[config.mk]
export PLATFORM = sky130hd
export DESIGN_NAME = encrypt_top_level
export DESIGN_NICKNAME = d
export VERILOG_FILES = /design/src/rtl/encrypt_pkg.sv /design/src/rtl/encrypt_top_level_data_mem.sv /design/src/rtl/encrypt_top_level_reg_file.sv /design/src/rtl/encrypt_top_level.sv
export SDC_FILE = /design/constraint.sdc
export NUM_CORES = 1
export LEC_CHECK = 0
export ABC_AREA = 1
export CAP_MARGIN = 20
export CORE_MARGIN = 2
export CORE_UTILIZATION = 40
export CTS_CLUSTER_DIAMETER = 120
export DETAILED_ROUTE_END_ITERATION = 6
export PLACE_DENSITY = 0.61
export REMOVE_ABC_BUFFERS = 1
export SKIP_CTS_REPAIR_TIMING = 1
export SLEW_MARGIN = 20
export SYNTH_ARGS = -nofsm -noshare
export SYNTH_HDL_FRONTEND = slang
export SYNTH_SLANG_ARGS = --single-unit
[constraint.sdc]
create_clock -name clk -period 1.8 [get_ports clk]
set_clock_uncertainty 0.2 [all_clocks]
set_input_delay 0.45 -clock clk [delete_from_list [all_inputs] [get_ports clk]]
set_output_delay 0.45 -clock clk [all_outputs]
set_load 0.05 [all_outputs]
[src/rtl/encrypt_pkg.sv]
// Shared types, memory map constants and the LFSR step function for the
// message-encryption engine.
package encrypt_pkg;

  typedef enum logic [2:0] {
    IDLE    = 3'd0,
    LD_PRE  = 3'd1,
    LD_TAP  = 3'd2,
    LD_SEED = 3'd3,
    RUN     = 3'd4,
    DONE    = 3'd5
  } state_t;

  localparam int DM_DEPTH = 256;

  localparam logic [7:0] MSG_BASE  = 8'd0;
  localparam logic [7:0] PRE_ADDR  = 8'd61;
  localparam logic [7:0] TAP_ADDR  = 8'd62;
  localparam logic [7:0] SEED_ADDR = 8'd63;
  localparam logic [7:0] OUT_BASE  = 8'd64;
  localparam logic [7:0] NUM_BYTES = 8'd64;
  localparam logic [7:0] MSG_LEN   = 8'd61;
  localparam logic [7:0] LAST_IDX  = NUM_BYTES - 8'd1;

  // Seven-bit Fibonacci step; bit7 of both state and taps is never used.
  function automatic logic [7:0] lfsr_next(input logic [7:0] s, input logic [7:0] t);
    return {1'b0, s[5:0], ^(s[6:0] & t[6:0])};
  endfunction

endpackage

[src/rtl/encrypt_top_level_data_mem.sv]
// Byte-wide data memory: combinational read, single synchronous write port.
module data_mem #(
  parameter int DEPTH = 256
) (
  input  logic       clk,
  input  logic       wr_en,
  input  logic [7:0] wr_addr,
  input  logic [7:0] wr_data,
  input  logic [7:0] rd_addr,
  output logic [7:0] rd_data
);

  logic [7:0] core [0:DEPTH-1];

  always_ff @(posedge clk) begin
    if (wr_en) core[wr_addr] <= wr_data;
  end

  assign rd_data = core[rd_addr];

endmodule

[src/rtl/encrypt_top_level_reg_file.sv]
// Eight-entry status register file mirroring lfsr, idx and pre during RUN.
module reg_file (
  input  logic       clk,
  input  logic       rst,
  input  logic       we,
  input  logic [7:0] lfsr_val,
  input  logic [7:0] idx_val,
  input  logic [7:0] pre_val
);

  logic [7:0] Registers [0:7];

  always_ff @(posedge clk) begin
    if (rst) begin
      for (int i = 0; i < 8; i++) Registers[i] <= 8'h00;
    end else if (we) begin
      Registers[0] <= lfsr_val;
      Registers[1] <= idx_val;
      Registers[2] <= pre_val;
    end
  end

endmodule

[src/rtl/encrypt_top_level.sv]
// Message-encryption engine top: loads parameters from DM, writes 64 padded,
// LFSR-XORed bytes back. Define PARITY_EN to put even parity in bit7.
module encrypt_top_level
  import encrypt_pkg::*;
(
  input  logic clk,
  input  logic init,
  input  logic req,
  output logic ack
);

  state_t     state, state_nx;
  logic [7:0] idx, pre, tap, lfsr, lfsr_nx;
  logic [7:0] rd_addr, rd_data, wr_addr, wr_data;
  logic [7:0] m, p;
  logic [6:0] enc;
  logic       wr_en, in_msg, pb;

  data_mem #(.DEPTH(DM_DEPTH)) DM (
    .clk     (clk),
    .wr_en   (wr_en),
    .wr_addr (wr_addr),
    .wr_data (wr_data),
    .rd_addr (rd_addr),
    .rd_data (rd_data)
  );

  reg_file RF (
    .clk      (clk),
    .rst      (init),
    .we       (wr_en),
    .lfsr_val (lfsr_nx),
    .idx_val  (idx),
    .pre_val  (pre)
  );

  always_ff @(posedge clk) begin
    if (init) state <= IDLE;
    else      state <= state_nx;
  end

  always_comb begin
    state_nx = state;
    rd_addr  = MSG_BASE + m;
    case (state)
      IDLE:    if (!req) state_nx = LD_PRE;
      LD_PRE:  begin rd_addr = PRE_ADDR;  state_nx = LD_TAP;  end
      LD_TAP:  begin rd_addr = TAP_ADDR;  state_nx = LD_SEED; end
      LD_SEED: begin rd_addr = SEED_ADDR; state_nx = RUN;     end
      RUN:     if (idx == LAST_IDX) state_nx = DONE;
      DONE:    state_nx = DONE;
      default: state_nx = IDLE;
    endcase
  end

  // Bytes before the preamble end or past the 61-char message encrypt a space.
  assign m       = idx - pre;
  assign in_msg  = (idx >= pre) && (m < MSG_LEN);
  assign p       = in_msg ? rd_data : 8'h00;
  assign enc     = p[6:0] ^ lfsr[6:0];
  assign lfsr_nx = lfsr_next(lfsr, tap);
`ifdef PARITY_EN
  assign pb      = ^enc;
`else
  assign pb      = 1'b0;
`endif
  assign wr_en   = (state == RUN) && !init;
  assign wr_addr = OUT_BASE + idx;
  assign wr_data = {pb, enc};

  always_ff @(posedge clk) begin
    if (init) begin
      ack  <= 1'b0;
      idx  <= 8'h00;
      lfsr <= 8'h00;
    end else begin
      case (state)
        LD_SEED: begin lfsr <= {1'b0, rd_data[6:0]}; idx <= 8'h00; end
        RUN:     begin lfsr <= lfsr_nx; idx <= idx + 8'd1; end
        DONE:    ack <= 1'b1;
        default: ;
      endcase
    end
  end

  always_ff @(posedge clk) begin
    if (!init && state == LD_PRE) pre <= rd_data;
    if (!init && state == LD_TAP) tap <= rd_data;
  end

endmodule

==> results.yml, run 1 <==
layout:
  fin_area_sq_um: 679
  seq_area_sq_um: 240
  utilization_pct: 50.9
  area_growth_pct: 15.0
  n_antenna_cell: 0
  nFillCells: 139
  nNetsFinal: 97
  fin_cells: 106
  drive_above_1_share_pct: 17.6
  multi_input_area_sq_um: 324
floorplan:
  core-area_sq_mm: 0.00133
  fp.dieW_um: 42.4
  io_pins: 4
  placementRows: 13
  start_util_pct: 44.3
  die_area_sq_mm: 0.00180
  die_h_um: 42.4
placed_design:
  portBuffers: 3
  gp_congestion: 0.762
  post-dp-hpwl_um: 777
  place_ws_ps: 164
  numPlacedInstances: 103
  place_area_sq_um: 657
setup_path:
  worstPathArrival_ps: 810
  startpoint_type: "flop"
  crit_fanout: 2
  path_cells: "buf_12"
  cp_top_family: "flip-flops"
  r2r_slack_ps: 390
  worstPathRequired_ps: 1150
  cp_num_buf_inv: 1
  crit_path_top_delay_cell: "dfxtp_1"
  crit_type: "flop to primary output"
  cpPeakStageDelay_ps: 390
  endpoint_kind: "primary output"
yosys:
  syn_inst: 84
  synthSimpleGateAreaFrac_pct: 38.1
  synth_area_leader_cell: "dfxtp_1"
  synth_top_family_by_area: "simple AND/OR/NAND/NOR gates"
  yosysWarnings: 0
  synthMuxAreaShare_pct: 0
  synth_compound_area_share_pct: 14.6
  synth_fa_ha_area_share_pct: 2.12
  synth_top_area_share_pct: 40.7
  synth_area_sq_um: 591
  synthTopCellsByArea: "dfxtp_1, nand2_1, nor2_1"
  syn_area_per_cell_sq_um: 7.03
  synthXorXnorAreaFrac_pct: 0
  synth_cell_types: 18
  seq_area_frac_synth_pct: 40.7
  synth-seq-cells: 12
power:
  powerDensity_mw_per_mm2: 792
  p_leak_nw: 0.231
  ir_drop_mv: 0.574
  p_sw_share_pct: 28.6
  power_frac_seq_pct: 55.7
  internal_power_w: 0.000384
  p_switching_w: 0.000154
  pwr-share-clk_pct: 30.9
  power_frac_comb_pct: 13.4
timing:
  slew_headroom_pct: 80.1
  fin_setup_tns_ps: 0
  post-route-min-period_ps: 1460
  period_share_pct: 81.2
  max_freq_mhz: 684
  setup_slack_ps: 338
  drv_slew: 0
  setup_viol_count_final: 0
  rsz0062_at_grt: "no"
  finalHoldViolCount: 0
  worst_pin_slew_ps: 299
cts:
  numCtsBuffers: 3
  insertion_delay_ps: 270
  cts_buffer_depth: 2
  cts_root_buf: "clkbuf_4"
  clk_pin_slew_worst_paths_ps: 70
  cts.sinks: 12
  cts_tree: "built"
  htreeDepth: 1
routing:
  viasPerCell: 4.88
  drtIter0Drc: 9
  wl_per_cell_um: 10.5
  drcViolationCount: 0
  dr.pass1.iters: 4
  final_antenna_net_count: 0
  vias: 517
  wl_mm: 1.11
global_route:
  grt_pass1_wl_mm: 1.94
  grt-ovfl-total: 0
  grt_max_degree: 11
  antenna_found_initial: 0
  grt_pass1_vias: 456
  grt_use_total_pct: 14.8
min_path:
  hold_class: "flop to flop"
run_status:
  status: "completed"
run:
  maxCapViolations: 0
[cells in the mapped netlist (all sizes together)]
library cell	instances
nor2	17
and2	1
a21oi	7
nand4	1
inv	7
o21ai	5
nand3	8
ha	1
dfxtp	12
nand2	23
a22oi	2
[metrics by stage]
| step | hold slack [ps] | power (W) |
|---|---|---|
| after floorplan | 258 | 0.000355 |
| after global placement | 269 | 0.000378 |
| after detailed placement | 277 | 0.000378 |
| after CTS | 289 | 0.000545 |
| after global routing | 318 | 0.000564 |
| final | 284 | 0.000538 |
[worst paths after layout]
check | startpoint | end | cells after the start
min | idx[4] | idx[4] | 2
min reg2reg | idx[4] | idx[4] | 2
max | ack | ack | 1
max reg2reg | idx[0] | idx[6] | 6
[flip-flops by register name, indices dropped and copies added (netlist names)]
| register | count |
|---|---|
| ack | 1 |
| idx | 8 |
| state | 3 |
[metal layers]
layer / vias to the layer above / GRT usage, % / part of all wire, %
met4: 0 / 9.38 / 2.4
met1: 217 / 19.5 / 56
met2: 6 / 19.1 / 39
li1: 290 / - / -
met5: - / 0 / 0
met3: 4 / 6.47 / 3.1
[power by group through the flow]
| stage | clock network (W) | registers, W | logic [W] |
|---|---|---|---|
| 3_3_place_gp | 0 | 0.000305 | 0.0000722 |
| 5_1_grt | 0.000180 | 0.000302 | 0.0000821 |
| 6_report | 0.000166 | 0.000300 | 0.0000720 |
| 3_5_place_dp | 0 | 0.000306 | 0.0000716 |
| 2_1_floorplan | 0 | 0.000304 | 0.0000514 |
| 4_1_cts | 0.000174 | 0.000300 | 0.0000720 |
[cells by family (layout without fill, tap and decap cells)]
| kind of cell | Yosys count | count (layout) |
|---|---|---|
| DFF | 12 | 12 |
| AOI/OAI and AO/OA | 14 | 14 |
| buffers and inverters | 7 | 14 |
| adders and majority gates | 1 | 1 |
| and+or+nand+nor | 50 | 50 |
[area by class of cell]
type | count | share of cell area, %
tap | 15 | 2.76
sequential | 12 | 35.4
inverter | 7 | 3.87
timing repair buffer | 4 | 7.00
multi-input combinational | 65 | 47.7
clock buffer | 3 | 3.31
[cell usage in the layout (no fill, tap or decap), types with 2 or more instances in the layout]
cell type	synthesis	routed
clkbuf_4	0	3
nand2_2	3	3
a21oi_1	4	4
inv_1	5	5
clkdlybuf4s50_1	0	2
nor2_1	15	15
o21ai_1	2	2
dfxtp_1	12	12
a21oi_2	3	3
nand3_1	7	7
nand2_1	20	20
o21ai_0	3	3
a22oi_1	2	2
inv_2	2	2
(Power assumes the default switching activity.)
==> inputs of run 2 (changes only) <==
- PLACE_DENSITY: 0.61 -> 0.63
- clock period: 1.8 -> 1.2 ns (I/O delays scaled with it)
==> results.yml, run 2 (synthesis gave the netlist of run 1 again) <==
run_status:
  status: "finished with violations"
  violations: "negative setup slack"
setup_path:
  worstPathArrival_ps: 760
  crit_fanout: 2
  cpPeakStageDelay_ps: 350
  timing.rr.start: "idx[0]"
  startpoint: "ack"
  cp_num_buf_inv: 1
  startpoint_type: "flop"
  worstPathRequired_ps: 700
  timing.rr.end: "state[0]"
  path_cells: "buf_12"
  crit_path_top_delay_cell: "dfxtp_2"
  endpoint_kind: "primary output"
  r2r_slack_ps: -40
  cp-endpoint: "ack"
  crit_cells: 1
  cp_top_family: "flip-flops"
  reg2reg_depth: 7
  crit_type: "flop to primary output"
power:
  internal_power_w: 0.000709
  p_sw_share_pct: 27.8
  p_leak_nw: 0.298
  power_frac_comb_pct: 20.1
  p_switching_w: 0.000274
  power_w: 0.000983
  powerDensity_mw_per_mm2: 1150
  ir_drop_mv: 0.895
  power_frac_seq_pct: 47.2
  pwr-share-clk_pct: 32.7
routing:
  dr.pass1.iters: 4
  wl_mm: 1.40
  vias: 591
  final_antenna_net_count: 0
  wl_per_cell_um: 11.8
  drtIter0Drc: 6
  viasPerCell: 5.01
  drcViolationCount: 0
layout:
  fin_area_sq_um: 858
  layout_common_cells: "nand2_1, nor2_1, buf_4, nand3_1, dfxtp_1"
  largest-register: "idx"
  nNetsFinal: 108
  reg_top3: "idx (8), state (3), ack (1)"
  area_growth_pct: 45.3
  largest_reg_flops: 8
  layout_commonest_cell: "nand2_1"
  drive_above_1_share_pct: 44.7
  n_antenna_cell: 0
min_path:
  hold_class: "flop to flop"
cts:
  cts.sinks: 12
  htreeDepth: 1
  cts_root_buf: "clkbuf_4"
  cts_tree: "built"
  clk_pin_slew_worst_paths_ps: 70
  cts_buffer_depth: 2
  numCtsBuffers: 3
  insertion_delay_ps: 270
global_route:
  grt-ovfl-total: 0
  grt_pass1_vias: 557
  grt_pass1_wl_mm: 2.26
  grt_use_total_pct: 16.4
  antenna_found_initial: 0
  grt_max_degree: 11
floorplan:
  fp.dieW_um: 42.4
  placementRows: 13
  io_pins: 4
  start_util_pct: 44.3
  core-area_sq_mm: 0.00133
  die_area_sq_mm: 0.00180
  die_h_um: 42.4
placed_design:
  place_area_sq_um: 732
  gp_congestion: 0.867
  portBuffers: 3
  post-dp-hpwl_um: 943
timing:
  worst_pin_slew_ps: 199
  fin_setup_tns_ps: -131
  setup_viol_count_final: 4
  setup_slack_ps: -58.0
  slew_headroom_pct: 86.6
  finalHoldViolCount: 0
  period_share_pct: 105
  drv_slew: 0
  rsz0062_at_grt: "yes"
  max_freq_mhz: 795
  post-route-min-period_ps: 1260
run:
  maxCapViolations: 0
## run 2: cell types whose count changed in the layout (fill, tap and decap cells not counted), sizes merged
| cell | change |
|---|---|
| buf | +10 |
| clkbuf | +1 |
| nor2 | +1 |
## run 2: worst min path at each step
stage / from / endpoint / slack [ps] / cells past startpoint
CTS: ack / ack / 290 / 2
global route: ack / ack / 300 / 2
floorplan: init / idx[1] / 160 / 1
detailed placement: ack / ack / 280 / 2
finish: ack / ack / 270 / 2
global placement: ack / ack / 270 / 2
## run 2: power by group through the flow
stage	Combinational, W	Clock (W)	Sequential (W)
after floorplan	0.0000771	0	0.000455
after global placement	0.000166	0	0.000449
after detailed placement	0.000167	0	0.000450
after CTS	0.000168	0.000334	0.000441
after global routing	0.000220	0.000350	0.000468
final	0.000198	0.000321	0.000464
## run 2: final cells by class
class / instances / area (sq um)
inverter: 7 / 28.8
sequential: 12 / 253
multi-input combinational: 66 / 395
timing repair buffer: 14 / 126
clock buffer: 4 / 36.3
fill: 120 / 475
tap: 15 / 18.8
## run 2: layer usage
metal,track usage [%],wire length (um)
met5,0,0
met4,3.75,10
met3,6.47,79
met2,26.2,691
met1,20.8,616
## run 2: metrics by stage
step	hold slack [ps]	utilization (%)	instances	setup WS [ps]
6_report	272	64.4	118	-58.0
5_1_grt	300	64.4	118	-111
4_1_cts	291	57.6	117	-111
3_5_place_dp	280	54.9	113	-234
3_3_place_gp	272	54.9	113	-221
2_1_floorplan	162	-	84	-46.7
==> inputs of run 3 (changes only) <==
- CTS_CLUSTER_DIAMETER: 120 -> 150
==> results of run 3 <==
No change in the layout: final DEF, timing and power equal those of run 2.
